===== src/rtl/gelato_ifetch_if.sv =====
// Bus bundle between fetch scheduler, instruction memory and decode for gelato_ifetch.
// Latency: none (wires only).
// Backpressure: valid/ready on request and decode sides; memory responses carry no backpressure.
// Groups: request (pc_valid/pc_ready/pc/warp_num/split_table_num), imem request/response,
// decode (dec_valid/dec_ready/dec_*). dec_misalign exists only with GELATO_IFETCH_MISALIGN_CHECK_EN.
// Modport slave is the fetch stage's view; master is the surrounding environment's view.
interface gelato_ifetch_if #(
    parameter int PC_WIDTH        = 32,
    parameter int INST_WIDTH      = 32,
    parameter int WARP_NUM_WIDTH  = 5,
    parameter int SPLIT_NUM_WIDTH = 4
) ();
    logic                       pc_valid;
    logic                       pc_ready;
    logic [PC_WIDTH-1:0]        pc;
    logic [WARP_NUM_WIDTH-1:0]  warp_num;
    logic [SPLIT_NUM_WIDTH-1:0] split_table_num;

    logic                       imem_req_valid;
    logic                       imem_req_ready;
    logic [PC_WIDTH-1:0]        imem_req_addr;
    logic                       imem_rsp_valid;
    logic [INST_WIDTH-1:0]      imem_rsp_data;

    logic                       dec_valid;
    logic                       dec_ready;
    logic [INST_WIDTH-1:0]      dec_inst;
    logic [PC_WIDTH-1:0]        dec_pc;
    logic [WARP_NUM_WIDTH-1:0]  dec_warp_num;
    logic [SPLIT_NUM_WIDTH-1:0] dec_split_table_num;
`ifdef GELATO_IFETCH_MISALIGN_CHECK_EN
    logic                       dec_misalign;

    modport slave (
        input  pc_valid, pc, warp_num, split_table_num,
        output pc_ready,
        output imem_req_valid, imem_req_addr,
        input  imem_req_ready, imem_rsp_valid, imem_rsp_data,
        output dec_valid, dec_inst, dec_pc, dec_warp_num, dec_split_table_num, dec_misalign,
        input  dec_ready
    );

    modport master (
        output pc_valid, pc, warp_num, split_table_num,
        input  pc_ready,
        input  imem_req_valid, imem_req_addr,
        output imem_req_ready, imem_rsp_valid, imem_rsp_data,
        input  dec_valid, dec_inst, dec_pc, dec_warp_num, dec_split_table_num, dec_misalign,
        output dec_ready
    );
`else
    modport slave (
        input  pc_valid, pc, warp_num, split_table_num,
        output pc_ready,
        output imem_req_valid, imem_req_addr,
        input  imem_req_ready, imem_rsp_valid, imem_rsp_data,
        output dec_valid, dec_inst, dec_pc, dec_warp_num, dec_split_table_num,
        input  dec_ready
    );

    modport master (
        output pc_valid, pc, warp_num, split_table_num,
        input  pc_ready,
        input  imem_req_valid, imem_req_addr,
        output imem_req_ready, imem_rsp_valid, imem_rsp_data,
        input  dec_valid, dec_inst, dec_pc, dec_warp_num, dec_split_table_num,
        output dec_ready
    );
`endif
endinterface


===== src/rtl/gelato_ifetch.sv =====
// Instruction fetch stage: issues imem reads for scheduled pcs, queues up to DEPTH in-order entries.
// Latency: request accepted in cycle N, response in M>=N+1, instruction offered to decode in M+1.
// Backpressure: pc_ready low when queue full, rdy low or imem not ready; decode stalls hold dec_*.
// Ports: clk, rst_n (async active-low), rdy (global enable: freezes accept and pop, not capture),
//        bus (gelato_ifetch_if.slave: scheduler request, imem request/response, decode output).
// Option: GELATO_IFETCH_MISALIGN_CHECK_EN turns pcs with pc[1:0]!=0 into locally completed
//         entries flagged via dec_misalign instead of memory reads.
module gelato_ifetch #(
    parameter int PC_WIDTH        = 32,
    parameter int INST_WIDTH      = 32,
    parameter int WARP_NUM_WIDTH  = 5,
    parameter int SPLIT_NUM_WIDTH = 4,
    parameter int DEPTH           = 4
) (
    input logic           clk,
    input logic           rst_n,
    input logic           rdy,
    gelato_ifetch_if.slave bus
);
    localparam int PW = $clog2(DEPTH);
    localparam int CW = PW + 1;

    typedef logic [PW-1:0] ptr_t;
    typedef logic [CW-1:0] cnt_t;

    // Entry storage
    logic [PC_WIDTH-1:0]        ent_pc    [DEPTH];
    logic [WARP_NUM_WIDTH-1:0]  ent_warp  [DEPTH];
    logic [SPLIT_NUM_WIDTH-1:0] ent_split [DEPTH];
    logic [INST_WIDTH-1:0]      ent_inst  [DEPTH];
    logic [DEPTH-1:0]           filled;
`ifdef GELATO_IFETCH_MISALIGN_CHECK_EN
    logic [DEPTH-1:0]           ent_mis;
`endif

    ptr_t head;   // next entry handed to decode
    ptr_t tail;   // next entry allocated
    ptr_t fill;   // next entry to receive a memory response
    cnt_t count;  // allocated entries
    // Reads issued but not yet answered. Kept separately because fill==tail is
    // ambiguous when every entry of a full queue is still outstanding.
    cnt_t pend;

    logic full;
    logic req_ok;
    logic mis;
    logic acc;
    logic acc_mem;
    logic rsp_take;
    logic pop;

    assign full   = (count == cnt_t'(DEPTH));
    // Gated by rst_n so the combinational handshake stays quiet while in reset.
    assign req_ok = rst_n && rdy && !full;

`ifdef GELATO_IFETCH_MISALIGN_CHECK_EN
    assign mis                = (bus.pc[1:0] != 2'b00);
    // A misaligned pc completes locally, so it must not overtake reads still in flight.
    assign bus.pc_ready       = req_ok && (mis ? (pend == '0) : bus.imem_req_ready);
    assign bus.dec_misalign   = ent_mis[head];
`else
    assign mis                = 1'b0;
    assign bus.pc_ready       = req_ok && bus.imem_req_ready;
`endif
    assign bus.imem_req_valid = bus.pc_valid && req_ok && !mis;
    assign bus.imem_req_addr  = bus.pc;

    assign acc      = bus.pc_valid && bus.pc_ready;
    assign acc_mem  = acc && !mis;
    // Responses with nothing in flight (e.g. for reads issued before a reset) are dropped.
    assign rsp_take = bus.imem_rsp_valid && (pend != '0);
    assign pop      = filled[head] && bus.dec_ready && rdy;

    assign bus.dec_valid           = filled[head];
    assign bus.dec_inst            = ent_inst[head];
    assign bus.dec_pc              = ent_pc[head];
    assign bus.dec_warp_num        = ent_warp[head];
    assign bus.dec_split_table_num = ent_split[head];

    // Index collisions cannot occur: accept never targets head while it is filled
    // (tail==head only when empty, and full blocks accept), and the response slot is
    // always unfilled while head is filled whenever a pop happens.
    always_ff @(posedge clk or negedge rst_n) begin
        if (!rst_n) begin
            head   <= '0;
            tail   <= '0;
            fill   <= '0;
            count  <= '0;
            pend   <= '0;
            filled <= '0;
`ifdef GELATO_IFETCH_MISALIGN_CHECK_EN
            ent_mis <= '0;
`endif
            for (int i = 0; i < DEPTH; i++) begin
                ent_pc[i]    <= '0;
                ent_warp[i]  <= '0;
                ent_split[i] <= '0;
                ent_inst[i]  <= '0;
            end
        end else begin
            if (acc) begin
                ent_pc[tail]    <= bus.pc;
                ent_warp[tail]  <= bus.warp_num;
                ent_split[tail] <= bus.split_table_num;
                ent_inst[tail]  <= '0;
                filled[tail]    <= mis;
`ifdef GELATO_IFETCH_MISALIGN_CHECK_EN
                ent_mis[tail]   <= mis;
                // No reads are in flight here, so fill sits on tail and moves with it.
                if (mis) fill <= fill + 1'b1;
`endif
                tail <= tail + 1'b1;
            end

            if (rsp_take) begin
                ent_inst[fill] <= bus.imem_rsp_data;
                filled[fill]   <= 1'b1;
                fill           <= fill + 1'b1;
            end

            if (pop) begin
                filled[head] <= 1'b0;
                head         <= head + 1'b1;
            end

            count <= count + cnt_t'(acc) - cnt_t'(pop);
            pend  <= pend + cnt_t'(acc_mem) - cnt_t'(rsp_take);
        end
    end
endmodule


===== src/flat_wrapper.sv =====
// flat-port wrapper written by rule: the top's interface ports become plain ports
module gelato_ifetch_flat 
#(
    parameter int PC_WIDTH        = 32,
    parameter int INST_WIDTH      = 32,
    parameter int WARP_NUM_WIDTH  = 5,
    parameter int SPLIT_NUM_WIDTH = 4,
    parameter int DEPTH           = 4
)
  (clk, rst_n, rdy, bus_pc_valid, bus_pc, bus_warp_num, bus_split_table_num, bus_pc_ready, bus_imem_req_valid, bus_imem_req_addr, bus_imem_req_ready, bus_imem_rsp_valid, bus_imem_rsp_data, bus_dec_valid, bus_dec_inst, bus_dec_pc, bus_dec_warp_num, bus_dec_split_table_num, bus_dec_ready);
  gelato_ifetch_if #(.PC_WIDTH(PC_WIDTH), .INST_WIDTH(INST_WIDTH), .WARP_NUM_WIDTH(WARP_NUM_WIDTH), .SPLIT_NUM_WIDTH(SPLIT_NUM_WIDTH)) bus_i ();
  input logic clk;
  input logic rst_n;
  input logic rdy;
  input wire logic [$bits(bus_i.pc_valid)-1:0] bus_pc_valid;
  input wire logic [$bits(bus_i.pc)-1:0] bus_pc;
  input wire logic [$bits(bus_i.warp_num)-1:0] bus_warp_num;
  input wire logic [$bits(bus_i.split_table_num)-1:0] bus_split_table_num;
  output wire logic [$bits(bus_i.pc_ready)-1:0] bus_pc_ready;
  output wire logic [$bits(bus_i.imem_req_valid)-1:0] bus_imem_req_valid;
  output wire logic [$bits(bus_i.imem_req_addr)-1:0] bus_imem_req_addr;
  input wire logic [$bits(bus_i.imem_req_ready)-1:0] bus_imem_req_ready;
  input wire logic [$bits(bus_i.imem_rsp_valid)-1:0] bus_imem_rsp_valid;
  input wire logic [$bits(bus_i.imem_rsp_data)-1:0] bus_imem_rsp_data;
  output wire logic [$bits(bus_i.dec_valid)-1:0] bus_dec_valid;
  output wire logic [$bits(bus_i.dec_inst)-1:0] bus_dec_inst;
  output wire logic [$bits(bus_i.dec_pc)-1:0] bus_dec_pc;
  output wire logic [$bits(bus_i.dec_warp_num)-1:0] bus_dec_warp_num;
  output wire logic [$bits(bus_i.dec_split_table_num)-1:0] bus_dec_split_table_num;
  input wire logic [$bits(bus_i.dec_ready)-1:0] bus_dec_ready;
  assign bus_i.pc_valid = bus_pc_valid;
  assign bus_i.pc = bus_pc;
  assign bus_i.warp_num = bus_warp_num;
  assign bus_i.split_table_num = bus_split_table_num;
  assign bus_pc_ready = bus_i.pc_ready;
  assign bus_imem_req_valid = bus_i.imem_req_valid;
  assign bus_imem_req_addr = bus_i.imem_req_addr;
  assign bus_i.imem_req_ready = bus_imem_req_ready;
  assign bus_i.imem_rsp_valid = bus_imem_rsp_valid;
  assign bus_i.imem_rsp_data = bus_imem_rsp_data;
  assign bus_dec_valid = bus_i.dec_valid;
  assign bus_dec_inst = bus_i.dec_inst;
  assign bus_dec_pc = bus_i.dec_pc;
  assign bus_dec_warp_num = bus_i.dec_warp_num;
  assign bus_dec_split_table_num = bus_i.dec_split_table_num;
  assign bus_i.dec_ready = bus_dec_ready;
  gelato_ifetch #(.PC_WIDTH(PC_WIDTH), .INST_WIDTH(INST_WIDTH), .WARP_NUM_WIDTH(WARP_NUM_WIDTH), .SPLIT_NUM_WIDTH(SPLIT_NUM_WIDTH), .DEPTH(DEPTH)) u_core (.clk(clk), .rst_n(rst_n), .rdy(rdy), .bus(bus_i));
endmodule

===== config.mk =====
export PLATFORM = sky130hd
export DESIGN_NAME = gelato_ifetch_flat
export DESIGN_NICKNAME = d
export VERILOG_FILES = /design/src/rtl/gelato_ifetch_if.sv /design/src/rtl/gelato_ifetch.sv /design/src/flat_wrapper.sv
export SDC_FILE = /design/constraint.sdc
export NUM_CORES = 1
export LEC_CHECK = 0
export CAP_MARGIN = 10
export CELL_PAD_IN_SITES_DETAIL_PLACEMENT = 0
export CELL_PAD_IN_SITES_GLOBAL_PLACEMENT = 1
export CORE_ASPECT_RATIO = 2
export CORE_MARGIN = 2
export CORE_UTILIZATION = 40
export CTS_BUF_LIST = sky130_fd_sc_hd__clkbuf_16
export CTS_CLUSTER_DIAMETER = 40
export DETAILED_ROUTE_END_ITERATION = 6
export HOLD_SLACK_MARGIN = 0.06
export PLACE_DENSITY_LB_ADDON = 0.2
export SYNTH_ARGS = -nofsm -noshare
export SYNTH_HDL_FRONTEND = slang
export SYNTH_SLANG_ARGS = --single-unit
export TNS_END_PERCENT = 5

===== constraint.sdc =====
create_clock -name clk -period 3.3 [get_ports clk]
set_clock_uncertainty 0.1 [all_clocks]
set_input_delay 0.495 -clock clk [delete_from_list [all_inputs] [get_ports clk]]
set_output_delay 0.495 -clock clk [all_outputs]
set_load 0.02 [all_outputs]

* Word level (Yosys, flattened, before mapping) *
Index checks and enable logic that the tools add are counted.

operators by class
  eq/ne operators = 1
  $lt $le $gt $ge = 11
  $add $sub $neg = 7
  bitwise logic cells = 10
  muxes and demuxes = 37
  reductions and logical operators = 15

operators by type and width
  cell                                                                  count
  128-bit bitwise mux                                                   2
  128-bit 2-to-1 mux                                                    2
  32-bit 2-to-1 mux                                                     6
  128-bit AND                                                           1
  32-bit binary-select mux with 2-bit select                            2
  32-bit demux with 2-bit select                                        2
  128-bit inverter                                                      1
  4-bit 2-to-1 mux                                                      6
  20-bit bitwise mux                                                    1
  16-bit bitwise mux                                                    1
  5-bit 2-to-1 mux                                                      3
  1-bit logical AND                                                     13
  5-bit binary-select mux with 2-bit select                             1
  5-bit demux with 2-bit select                                         1
  3-bit >= comparator, second input constant                            3
  2-bit by 3-bit < comparator with 1-bit output, second input constant  3
  2-bit inverter with 3-bit output                                      3
  4-bit AND                                                             2
  4-bit binary-select mux with 2-bit select                             1
  4-bit demux with 2-bit select                                         1
  4-bit inverter                                                        2
  2-bit by 1-bit adder with 2-bit output, second input constant         3
  3-bit by 1-bit adder with 3-bit output                                2
  1-bit demux with 2-bit select                                         3
  9 further kinds                                                       16

word-level totals
  register bits = 308
  bits of input ports = 80
  word-level logic and storage cells = 103
  output and inout port bits = 108

* Depth between registers and ports, before layout *
  depth in word-level cells = 11
  depth in mapped cells = 11
  mapped depth without buffers = 9

* Worst setup path before layout *
Ideal clock, no wire load.

  kind = reg2reg
  start = register u_core.head[0]
  end = register u_core.count[2]
  path buffers = 2
  data arrival time = 2470 ps
  data required time = 3075 ps
  period minus slack after synthesis = 2695 ps
  slack = 605 ps
  stages on the path, launching flop included = 12
  setup time = 125 ps
  cell sequence = dfrtp_1 > buf_2 > mux4_2 > nor2b_4 > buf_6 > ha_1 > inv_1 > ha_1 > inv_1 > fa_1 > xnor2_1 > xnor2_1

between the ends
  word-level cells in the longest chain between the ends = 5

RTL lines
  item                                         line                  RTL
  from (decl)                                  gelato_ifetch.sv:36   ptr_t head;
  from (signal assigned)                       gelato_ifetch.sv:123  head <= head + 1'b1;
  1-bit binary-select mux with 2-bit select    n/a
  1-bit 2-to-1 mux                             n/a
  net bus_dec_valid                            flat_wrapper.sv:25    output wire logic [$bits(bus_i.dec_valid)-1:0] bus_dec_valid;
  1-bit logical AND (2 in a row)               gelato_ifetch.sv:72   assign pop = filled[head] && bus.dec_ready && rdy;
  3-bit by 1-bit subtractor with 3-bit output  gelato_ifetch.sv:126  count <= count + cnt_t'(acc) - cnt_t'(pop);
  to (signal assigned)                         gelato_ifetch.sv:126
  to (decl)                                    gelato_ifetch.sv:39   cnt_t count;

The timed path passes the listed nets, and every way through them passes these cells. The select of a mux whose other input is x is not followed.
A chain may end at the register's enable or synchronous reset.

* Worst setup path after layout *
  start = register u_core.head[0]
  end = output port bus_dec_split_table_num[1]

between the ends
  word-level cells in the longest chain between the ends = 4

RTL lines
  item                                                    line                 RTL
  2-bit inverter with 3-bit output (implied by the code)  gelato_ifetch.sv:78  assign bus.dec_split_table_num = ent_split[head];
  4-bit binary-select mux with 2-bit select               gelato_ifetch.sv:78
  4-bit 2-to-1 mux (implied by the code) (2 in a row)     gelato_ifetch.sv:78
  to (decl)                                               flat_wrapper.sv:29   output wire logic [$bits(bus_i.dec_split_table_num)-1:0] bus_dec_split_table_num;

Every way passes these cells. The select of a mux whose other input is x is not followed.

==> flow_summary.json <==
{
  "drt_iter0_markers": 356,
  "fin_cells": 1616,
  "reg2reg_slack_ns": 0.49,
  "num_rows": 97,
  "total_power_mw": 18.2,
  "end_kind": "output pin",
  "finalCritPeriodShare_pct": 93.8,
  "post-cts-setup-buffers": 0,
  "worst_skew_pair.late_latency_ns": 0.51,
  "dp_hpwl_um": 21800,
  "tightestPinTransition_ns": 1.00,
  "antenna_cells": 0,
  "powerDensity_nw_per_um2": 1030,
  "core_um2": 35100,
  "grt_busiest_layer": "met2",
  "finalCriticalPeriod_ns": 3.10,
  "cts_tree": "done",
  "crit_path_start_kind": "flip-flop",
  "drc": 0,
  "synth_cells": 992,
  "synth.top_cell.area_share_pct": 54.0,
  "finalSetupViolations": 0,
  "gr-total-overflow": 0,
  "clock_path_buffers": 3,
  "hp-class": "input pin to asynchronous set/reset pin",
  "max_slew_margin_pct": 33.0,
  "grt_pass1_wl_um": 57400,
  "grt_pass1_vias": 9942,
  "syn_nets": 1090,
  "synth.top_cells.by_count": "dfrtp_1, mux2_2, nand2_1, o2bb2ai_1, mux4_2",
  "status": "finished, final reports clean",
  "synth.most_common_cell": "dfrtp_1",
  "grt_max_degree": 171,
  "maxCapViolCount": 0,
  "die_area_um2": 37300,
  "chipHeight_um": 271,
  "async_flop_share_pct": 100,
  "synth_area_um2": 14300,
  "numCtsBuffers": 36,
  "synthFlopType": "dfrtp_1",
  "routed_wl_um": 36100,
  "synth_area_leader_cell": "dfrtp_1",
  "ir_drop_mv": 0.522,
  "cts_root_buffer": "clkbuf_16",
  "required_ns": 2.70,
  "globalRouteTotalUtil_pct": 20.1,
  "drive_above_1_share_pct": 28.3,
  "yosysSeqAreaShare_pct": 54.0,
  "fp.dieW_um": 138,
  "path_class": "flip-flop to output pin",
  "initial_core_util_pct": 40.7,
  "globalplace.congestion": 0.719,
  "syn_area_per_cell_um2": 14.4,
  "rsz0062_at_grt": "no",
  "placed_cells": 1551,
  "io_buffer_count": 187,
  "via_per_inst": 5.49,
  "crit_path_max_fanout": 15,
  "p_leak_nw": 7.50,
  "drtPass1Iterations": 4,
  "reg2regPathDepth": 8,
  "yosysWarnings": 0,
  "reg2reg_from": "u_core.pend[0]",
  "synth_cell_types": 31,
  "fin_ws_ns": 0.204,
  "syn_to_final_growth_pct": 23.5,
  "synth_area_leaders": "dfrtp_1, mux2_2, mux4_2",
  "routedWlPerCell_um": 22.3,
  "hold_viol": 0,
  "dp_slack_ns": 0.436,
  "final_util_pct": 50.2,
  "h-tree-depth": 2,
  "finish.net_count": 1243,
  "fmax_mhz": 323,
  "use_met2_pct": 37.8,
  "clkTransAtPathRegs_ns": 0.06,
  "drv_slew": 0,
  "synth_edf_count": 0,
  "met1_usage_pct": 22.9,
  "tns_ns": 0,
  "antenna_found_initial": 0,
  "via_count": 8867,
  "gr-usage-met3_pct": 3.41,
  "pin_count": 188,
  "r2r_end": "u_core.pend[2]",
  "ys_ff_latch": 308,
  "clock-sinks": 308,
  "ant_nets": 0,
  "critPathArrivalTime_ns": 2.50
}
==> how the worst max path moves through the flow <==
stage,from,endpoint,cells past startpoint
floorplan,u_core.head[0],u_core.count[2],11
finish,u_core.head[0],bus_dec_split_table_num[1],3
global placement,rdy,u_core.count[2],10
CTS,u_core.head[0],bus_dec_inst[3],3
global route,u_core.head[0],bus_dec_warp_num[0],3
detailed placement,rdy,u_core.count[2],10
==> sequential cells by signal (all words and copies together) (netlist names) <==
signal            flops
u_core.count          3
u_core.ent_inst     128
u_core.ent_pc       128
u_core.ent_split     16
u_core.ent_warp      20
u_core.fill           2
u_core.filled         4
u_core.head           2
u_core.pend           3
u_core.tail           2
==> cells in the final DEF, fill, tap and decap left out, drive strengths merged <==
cell / netlist / final
fa: 2 / 2
o21ai: 2 / 2
xnor2: 6 / 6
mux4: 74 / 74
o31ai: 6 / 6
dfrtp: 308 / 308
nand4: 1 / 1
mux2i: 2 / 2
nor2: 5 / 5
dlygate4sd3: 0 / 1
a22oi: 4 / 4
nor3b: 1 / 1
nand2: 129 / 129
ha: 16 / 16
bufinv: 0 / 5
or3b: 1 / 1
and4: 1 / 1
clkinv: 0 / 13
mux2: 166 / 166
nor3: 4 / 4
o2bb2ai: 128 / 128
clkbuf: 31 / 37
and2: 2 / 2
nand3: 1 / 1
nor2b: 1 / 1
o311ai: 4 / 4
inv: 23 / 32
clkdlybuf4s50: 0 / 186
buf: 73 / 32
and3: 1 / 1
==> area by class of cell <==
class                           instances  area [µm²]
Clock buffer                           37         926
Clock inverter                         27         253
Fill cell                            3088       17500
Inverter                               23        86.3
Multi-Input combinational cell        557        5830
Sequential cell                       308        7710
Tap cell                              445         557
Timing Repair Buffer                  219        2250
==> cells by family after synthesis <==
| logic type | count (synthesis) | synth area share [%] |
|---|---|---|
| flops | 308 | 54.0 |
| mux | 242 | 24.9 |
| simple gates | 147 | 4.57 |
| compound gates | 144 | 8.94 |
| buf+inv | 127 | 5.51 |
| fa+ha+maj | 18 | 1.68 |
| xor+xnor | 6 | 0.368 |
==> worst max-delay path, cell delays in order (launching register included) <==
cell and delay, ns:
dfrtp_4 0.49, buf_4 0.34, mux4_2 0.59, clkdlybuf4s50_1 0.56
==> metal layers <==
layer	vias to the layer above	wire length, µm	share of wire, %
li1	3923	-	-
met4	0	773	2.1
met5	-	0	0
met1	4706	13700	38
met3	46	1630	4.5
met2	192	20000	55
==> metrics by stage <==
stage,instance area (µm²),hold slack (ns)
6_report,17600,0.373
5_1_grt,17600,0.395
4_1_cts,17600,0.362
3_5_place_dp,16400,0.301
3_3_place_gp,16400,0.299
2_1_floorplan,14300,0.0994
==> where the power goes <==
part	total [mW]	internal [mW]	switching, mW
clock network	3.97	2.42	1.54
registers	6.44	5.50	0.941
logic	7.79	4.06	3.73
==> timing repair <==
action	in CTS	in global routing
resized for setup	0	1
endpoints found under the hold margin	32	0
setup endpoints to repair	0	1
hold buffers	1	0
No activity file was read; power rests on OpenSTA's default activity.
==> RTL edit 1: new RTL, same settings <==
`PC_WIDTH` is set to 32 in 3 places; all go to 48.
--- a/src/rtl/gelato_ifetch_if.sv
+++ b/src/rtl/gelato_ifetch_if.sv
@@ -5,7 +5,7 @@
 // decode (dec_valid/dec_ready/dec_*). dec_misalign exists only with GELATO_IFETCH_MISALIGN_CHECK_EN.
 // Modport slave is the fetch stage's view; master is the surrounding environment's view.
 interface gelato_ifetch_if #(
-    parameter int PC_WIDTH        = 32,
+    parameter int PC_WIDTH        = 48,
     parameter int INST_WIDTH      = 32,
     parameter int WARP_NUM_WIDTH  = 5,
     parameter int SPLIT_NUM_WIDTH = 4
--- a/src/rtl/gelato_ifetch.sv
+++ b/src/rtl/gelato_ifetch.sv
@@ -6,7 +6,7 @@
 // Option: GELATO_IFETCH_MISALIGN_CHECK_EN turns pcs with pc[1:0]!=0 into locally completed
 //         entries flagged via dec_misalign instead of memory reads.
 module gelato_ifetch #(
-    parameter int PC_WIDTH        = 32,
+    parameter int PC_WIDTH        = 48,
     parameter int INST_WIDTH      = 32,
     parameter int WARP_NUM_WIDTH  = 5,
     parameter int SPLIT_NUM_WIDTH = 4,
--- a/src/flat_wrapper.sv
+++ b/src/flat_wrapper.sv
@@ -1,7 +1,7 @@
 // flat-port wrapper written by rule: the top's interface ports become plain ports
 module gelato_ifetch_flat 
 #(
-    parameter int PC_WIDTH        = 32,
+    parameter int PC_WIDTH        = 48,
     parameter int INST_WIDTH      = 32,
     parameter int WARP_NUM_WIDTH  = 5,
     parameter int SPLIT_NUM_WIDTH = 4,
Ports: changed (resized bus_dec_pc, bus_imem_req_addr and bus_pc); port bits go from 188 to 236. The function was not compared with the original's and may differ.
==> RTL edit 1 against the original RTL <==
Sequential power increased by 20%; synthesized area increased by 20%; maximum frequency down 1.1%; synthesized cell count rose by 17%; register-to-register slack gained 0.04 ns; power grew 20%; clock power up 17%; sequential cell count rose by 64; via count increased by 18%; design area up 20%; setup slack lost 0.036 ns; routed wire length increased by 20%; critical path type unchanged; critical endpoint is now bus_dec_pc[40]; highest routed layer unchanged.
==> RTL edit 1: results (changes against the original RTL) <==
* First DRT Iteration DRCs at 318 (-11%)
* Postcts setup bufs at 0 (unchanged)
* Worst vdd ir at 0.000711 V (+36%)
* Sequential share of the synthesized area at 54.5% (+0.45 points)
* M1 GR Usage at 23.3% (+0.33 points)
* Met2 Use GR at 36.6% (-1.3 points)
* Worst slack at placement at 0.414 ns (-0.0215 ns)
* DR vias at 10484 (+18%)
* RePlAce Congestion at 0.720 (+0.11%)
* Met3 Use GR at 3.54% (+0.13 points)
* Syn nets at 1276 (+17%)
* Synth cell count leaders: dfrtp_1, mux2_2, nand2_1
* HPWL Detailed at 26600 um (+22%)
* Outcome: completed
* Fin nets at 1463 (+18%)
* Fraction of layout cells with a size suffix above 1 at 31.3% (+3.0 points)
* First-pass GRT wire length at 67400 um (+17%)
* Top post-synthesis cells by area: dfrtp_1, mux2_2, mux4_2
* Top Metal Used: met4
* CTS Buf Count at 42 (+17%)
* Placed cells at 1848 (+19%)
* Post-synthesis cell count at 1162 (+17%)
* Max Root-Sink Buffers at 3 (unchanged)
* Antenna violations before repair at 0 (unchanged)
* Cell Count, Final, Fillers Out at 1925 (+19%)
* LEAKAGE at 9.01 nW (+20%)
* Crit-path slowest cell: mux4_2
* Delay-heaviest family, CP: buffers and inverters
* Reg clk slew, reported paths at 0.06 ns (about the same)
* Initial DRT Pass Iterations at 4 (unchanged)
* Slew HR at 27.8% (-5.2 points)
* Met1 wire length at 16800 um (+23%)
* Latest clock arrival within the worst-skew pair at 0.53 ns (+0.02 ns)
* Max reg flops at 192
* Diodes inserted at 0 (unchanged)
* CP peak stage delay at 0.59 ns (about the same)
* Input/output buffers at 235 (+26%)
* Max Fanout on Critical Path at 40 (+25)
* Placed Area at 19800 um2 (+21%)
* Post-synth ARST share at 100% (unchanged)
* Internal power at 14.3 mW (+19%)
* Overall routing resource usage at 19.7% (-0.43 points)
* Clk root buf: clkbuf_16
* Avg WL per Cell at 22.5 um (+0.91%)
* Critical path buffers and inverters at 2 (unchanged)
* H-tree levels at 2 (unchanged)
* Hold Path Class: input pin to asynchronous set/reset pin
* Largest net degree at the start of global routing at 152 (-11%)
* Vias in the first global route at 11513 (+16%)
* Met2 routed WL at 23600 um (+18%)
* Synth warn at 0 (unchanged)
* Registers with the most flip-flops: u_core.ent_pc: 192 flops, u_core.ent_inst: 128 flops, u_core.ent_warp: 20 flops
* Arr. time, crit path at 2.54 ns (+0.04 ns)
* Distinct cells, synth at 31 (unchanged)
* WL met3 at 2110 um (+29%)
RTL edit 1: cell types whose count changed after synthesis, moves of 5 or more:
cell     unedited run  this run
buf_2              10        15
buf_6              17         6
mux2_1             12         5
dfrtp_1           308       372
mux4_2             74        90
buf_4              45        75
mux2_2            154       224
RTL edit 1: area by class of cell:
class / count / area [um2]
fill: 3720 / 21200
sequential: 372 / 9320
multi-input combinational: 637 / 6920
timing repair buffer: 273 / 2860
clock buffer: 43 / 1080
tap: 545 / 682
clock inverter: 32 / 290
inverter: 23 / 86.3
RTL edit 1: worst paths after layout:
check	start	end	slack, ns	cells past startpoint
worst max-delay path	u_core.head[0]	bus_dec_pc[40]	0.17	3
worst min-delay path	rst_n	u_core.ent_inst[117]	0.32	2
worst max register to register	u_core.head[0]	u_core.count[2]	0.53	9
worst min register to register	u_core.ent_warp[13]	u_core.ent_warp[13]	0.38	1
max in group asynchronous	rst_n	u_core.ent_inst[42]	0.89	4
min in group clk	u_core.ent_warp[13]	u_core.ent_warp[13]	0.38	1
RTL edit 1: timing repair:
item                                    4_1_cts  5_1_grt
hold buffers                                  1        0
hold endpoints to repair                     16        0
resized for setup                             0        1
endpoints found under the setup margin        0       29
RTL edit 1: kinds of logic after synthesis:
family                   Yosys count  share of synthesized area [%]
multiplexers                     322                           27.2
AND/OR/NAND/NOR                  147                           3.77
buffers and inverters            153                           5.38
XOR/XNOR                           6                          0.307
flip-flops                       372                           54.5
AO/OA/AOI/OAI                    144                           7.52
adder cells (fa/ha/maj)           18                           1.41
RTL edit 1: power by group through the flow:
stage	Sequential [mW]	Combinational, mW	Clock (mW)
after floorplan	7.41	6.05	0
after global placement	7.71	9.36	0
after detailed placement	7.84	9.47	0
after CTS	7.75	9.51	4.79
after global routing	8.01	10.1	4.96
final	7.75	9.37	4.63
==> RTL edit 2: new RTL, same settings <==
Made on the original files. Compare `count` against `cnt_t'(DEPTH)` with >= in place of ==.
--- a/src/rtl/gelato_ifetch.sv
+++ b/src/rtl/gelato_ifetch.sv
@@ -49,7 +49,7 @@
     logic rsp_take;
     logic pop;
 
-    assign full   = (count == cnt_t'(DEPTH));
+    assign full   = (count >= cnt_t'(DEPTH));
     // Gated by rst_n so the combinational handshake stays quiet while in reset.
     assign req_ok = rst_n && rdy && !full;
 
Formal check against the unedited RTL: same outputs for any inputs over 4 cycles, from zero or initial values and one cycle with rst_n low; that may be too few to reach the edited logic, so the function may still have changed.
==> RTL edit 2 against the original RTL <==
Global-route usage decreased by 1.4 points; non-clock buffer count down 7; setup slack lost 0.084 ns; synthesized area down 4.5%; routed wire length shrank 9.0%; register-to-register slack better by 0.22 ns; sequential cell count unchanged; power shrank 6.0%; die area down 4.4%; design area down 4.2%; synthesized cell count decreased by 15%; critical endpoint is now bus_dec_inst[29]; largest cell class unchanged; largest power group unchanged; highest routed layer unchanged.
==> RTL edit 2: results (changes against the original RTL) <==
* Crit-path slowest cell: dfrtp_4
* Arr. time, crit path at 2.58 ns (+0.08 ns)
* Comb pwr at 7.11 mW (-8.7%)
* NetSw at 5.62 mW (-9.7%)
* Clock power share at 21.6% (-0.2 points)
* Post-synthesis adder-cell area fraction at 1.67% (-0.012 points)
* First-pass GRT wire length at 52200 um (-9.0%)
* Worst reg2reg path depth at 10 (+2)
* Postcts setup bufs at 1 (+1)
* WL met3 at 1370 um (-16%)
* Sequential share of the synthesized area at 56.6% (+2.5 points)
* Post-Synth XOR/XNOR Area at 0.386% (+0.017 points)
* Top post-synthesis cells by area: dfrtp_1, mux2_2, mux4_2
* H-tree levels at 1 (-1)
* Fin nets at 1099 (-12%)
* Met3 Use GR at 2.67% (-0.74 points)
* Max Fanout on Critical Path at 12 (-3)
* Largest net degree at the start of global routing at 148 (-13%)
* Worst vdd ir at 0.000628 V (+20%)
* Worst slack at placement at 0.528 ns (+0.0923 ns)
* Register-to-register setup slack at 0.71 ns (+0.22 ns)
* CTS Buf Count at 31 (-14%)
* Syn nets at 945 (-13%)
* Latest clock arrival within the worst-skew pair at 0.56 ns (+0.05 ns)
* Outcome: completed
* Met2 Use GR at 34.3% (-3.5 points)
* Die area at 35600 um2 (-4.4%)
* Mux share of post-synthesis cell area at 26.0% (+1.1 points)
* Overall routing resource usage at 18.7% (-1.4 points)
* Worst Setup EP: bus_dec_inst[29]
* Fillers at 2910 (-5.8%)
* Synth cell count leaders: dfrtp_1, mux2_2, a22o_1
* M1 GR Usage at 22.9% (-0.046 points)
* Delay-heaviest family, CP: buffers and inverters
* Vias in the first global route at 8835 (-11%)
* Met1 wire length at 12900 um (-5.5%)
* CP peak stage delay at 0.67 ns (+0.08 ns)
* Fraction of layout cells with a size suffix above 1 at 30.0% (+1.8 points)
* Final antenna-violating net count at 0 (unchanged)
* Gates resized, CTS repair at 0 (unchanged)
* Synth warn at 0 (unchanged)
* Met2 routed WL at 17900 um (-11%)
* FF-to-FF End: u_core.count[2]
* Distinct cells, synth at 29 (-6.5%)
* FF-to-FF Start: u_core.head[0]
* LEAKAGE at 7.57 nW (+0.99%)
* Via-to-Cell Ratio at 5.50 (+0.27%)
* Shortest period the worst path allows at 3.18 ns (+0.0839 ns)
* First DRT Iteration DRCs at 356 (unchanged)
* Compound-Gate Fraction of Synth Area at 9.74% (+0.80 points)
* Placed Area at 15800 um2 (-3.8%)
* Reg clk slew, reported paths at 0.06 ns (about the same)
* RePlAce Congestion at 0.762 (+6.1%)
* HPWL Detailed at 20100 um (-8.2%)
* Slew @ Worst Pin at 0.977 ns (-0.0275 ns)
* Avg WL per Cell at 22.4 um (+0.59%)
==> RTL edit 2: changes by cell type after synthesis, moves of 7 or more <==
| cell | before | now |
|---|---|---|
| a22o_1 | 0 | 128 |
| buf_2 | 10 | 27 |
| clkbuf_1 | 31 | 14 |
| inv_1 | 23 | 12 |
| nand2_1 | 129 | 6 |
| buf_4 | 45 | 38 |
| o2bb2ai_1 | 128 | 0 |
==> RTL edit 2: area by class of cell <==
class | count | area, um2 | area share [%]
Clock buffer | 31 | 776 | 4.59
Clock inverter | 26 | 290 | 1.72
Inverter | 12 | 45.0 | 0.267
Multi-Input combinational cell | 437 | 5290 | 31.3
Sequential cell | 308 | 7710 | 45.7
Tap cell | 436 | 546 | 3.23
Timing Repair Buffer | 212 | 2220 | 13.2
==> RTL edit 2: per-stage QoR <==
step                hold WS [ns]  power (mW)  cells
floorplan                 0.0994        10.7    848
global placement           0.268        13.4   1403
global route               0.291        18.1   1462
CTS                        0.259        17.4   1462
detailed placement         0.271        13.5   1403
finish                     0.274        17.1   1462
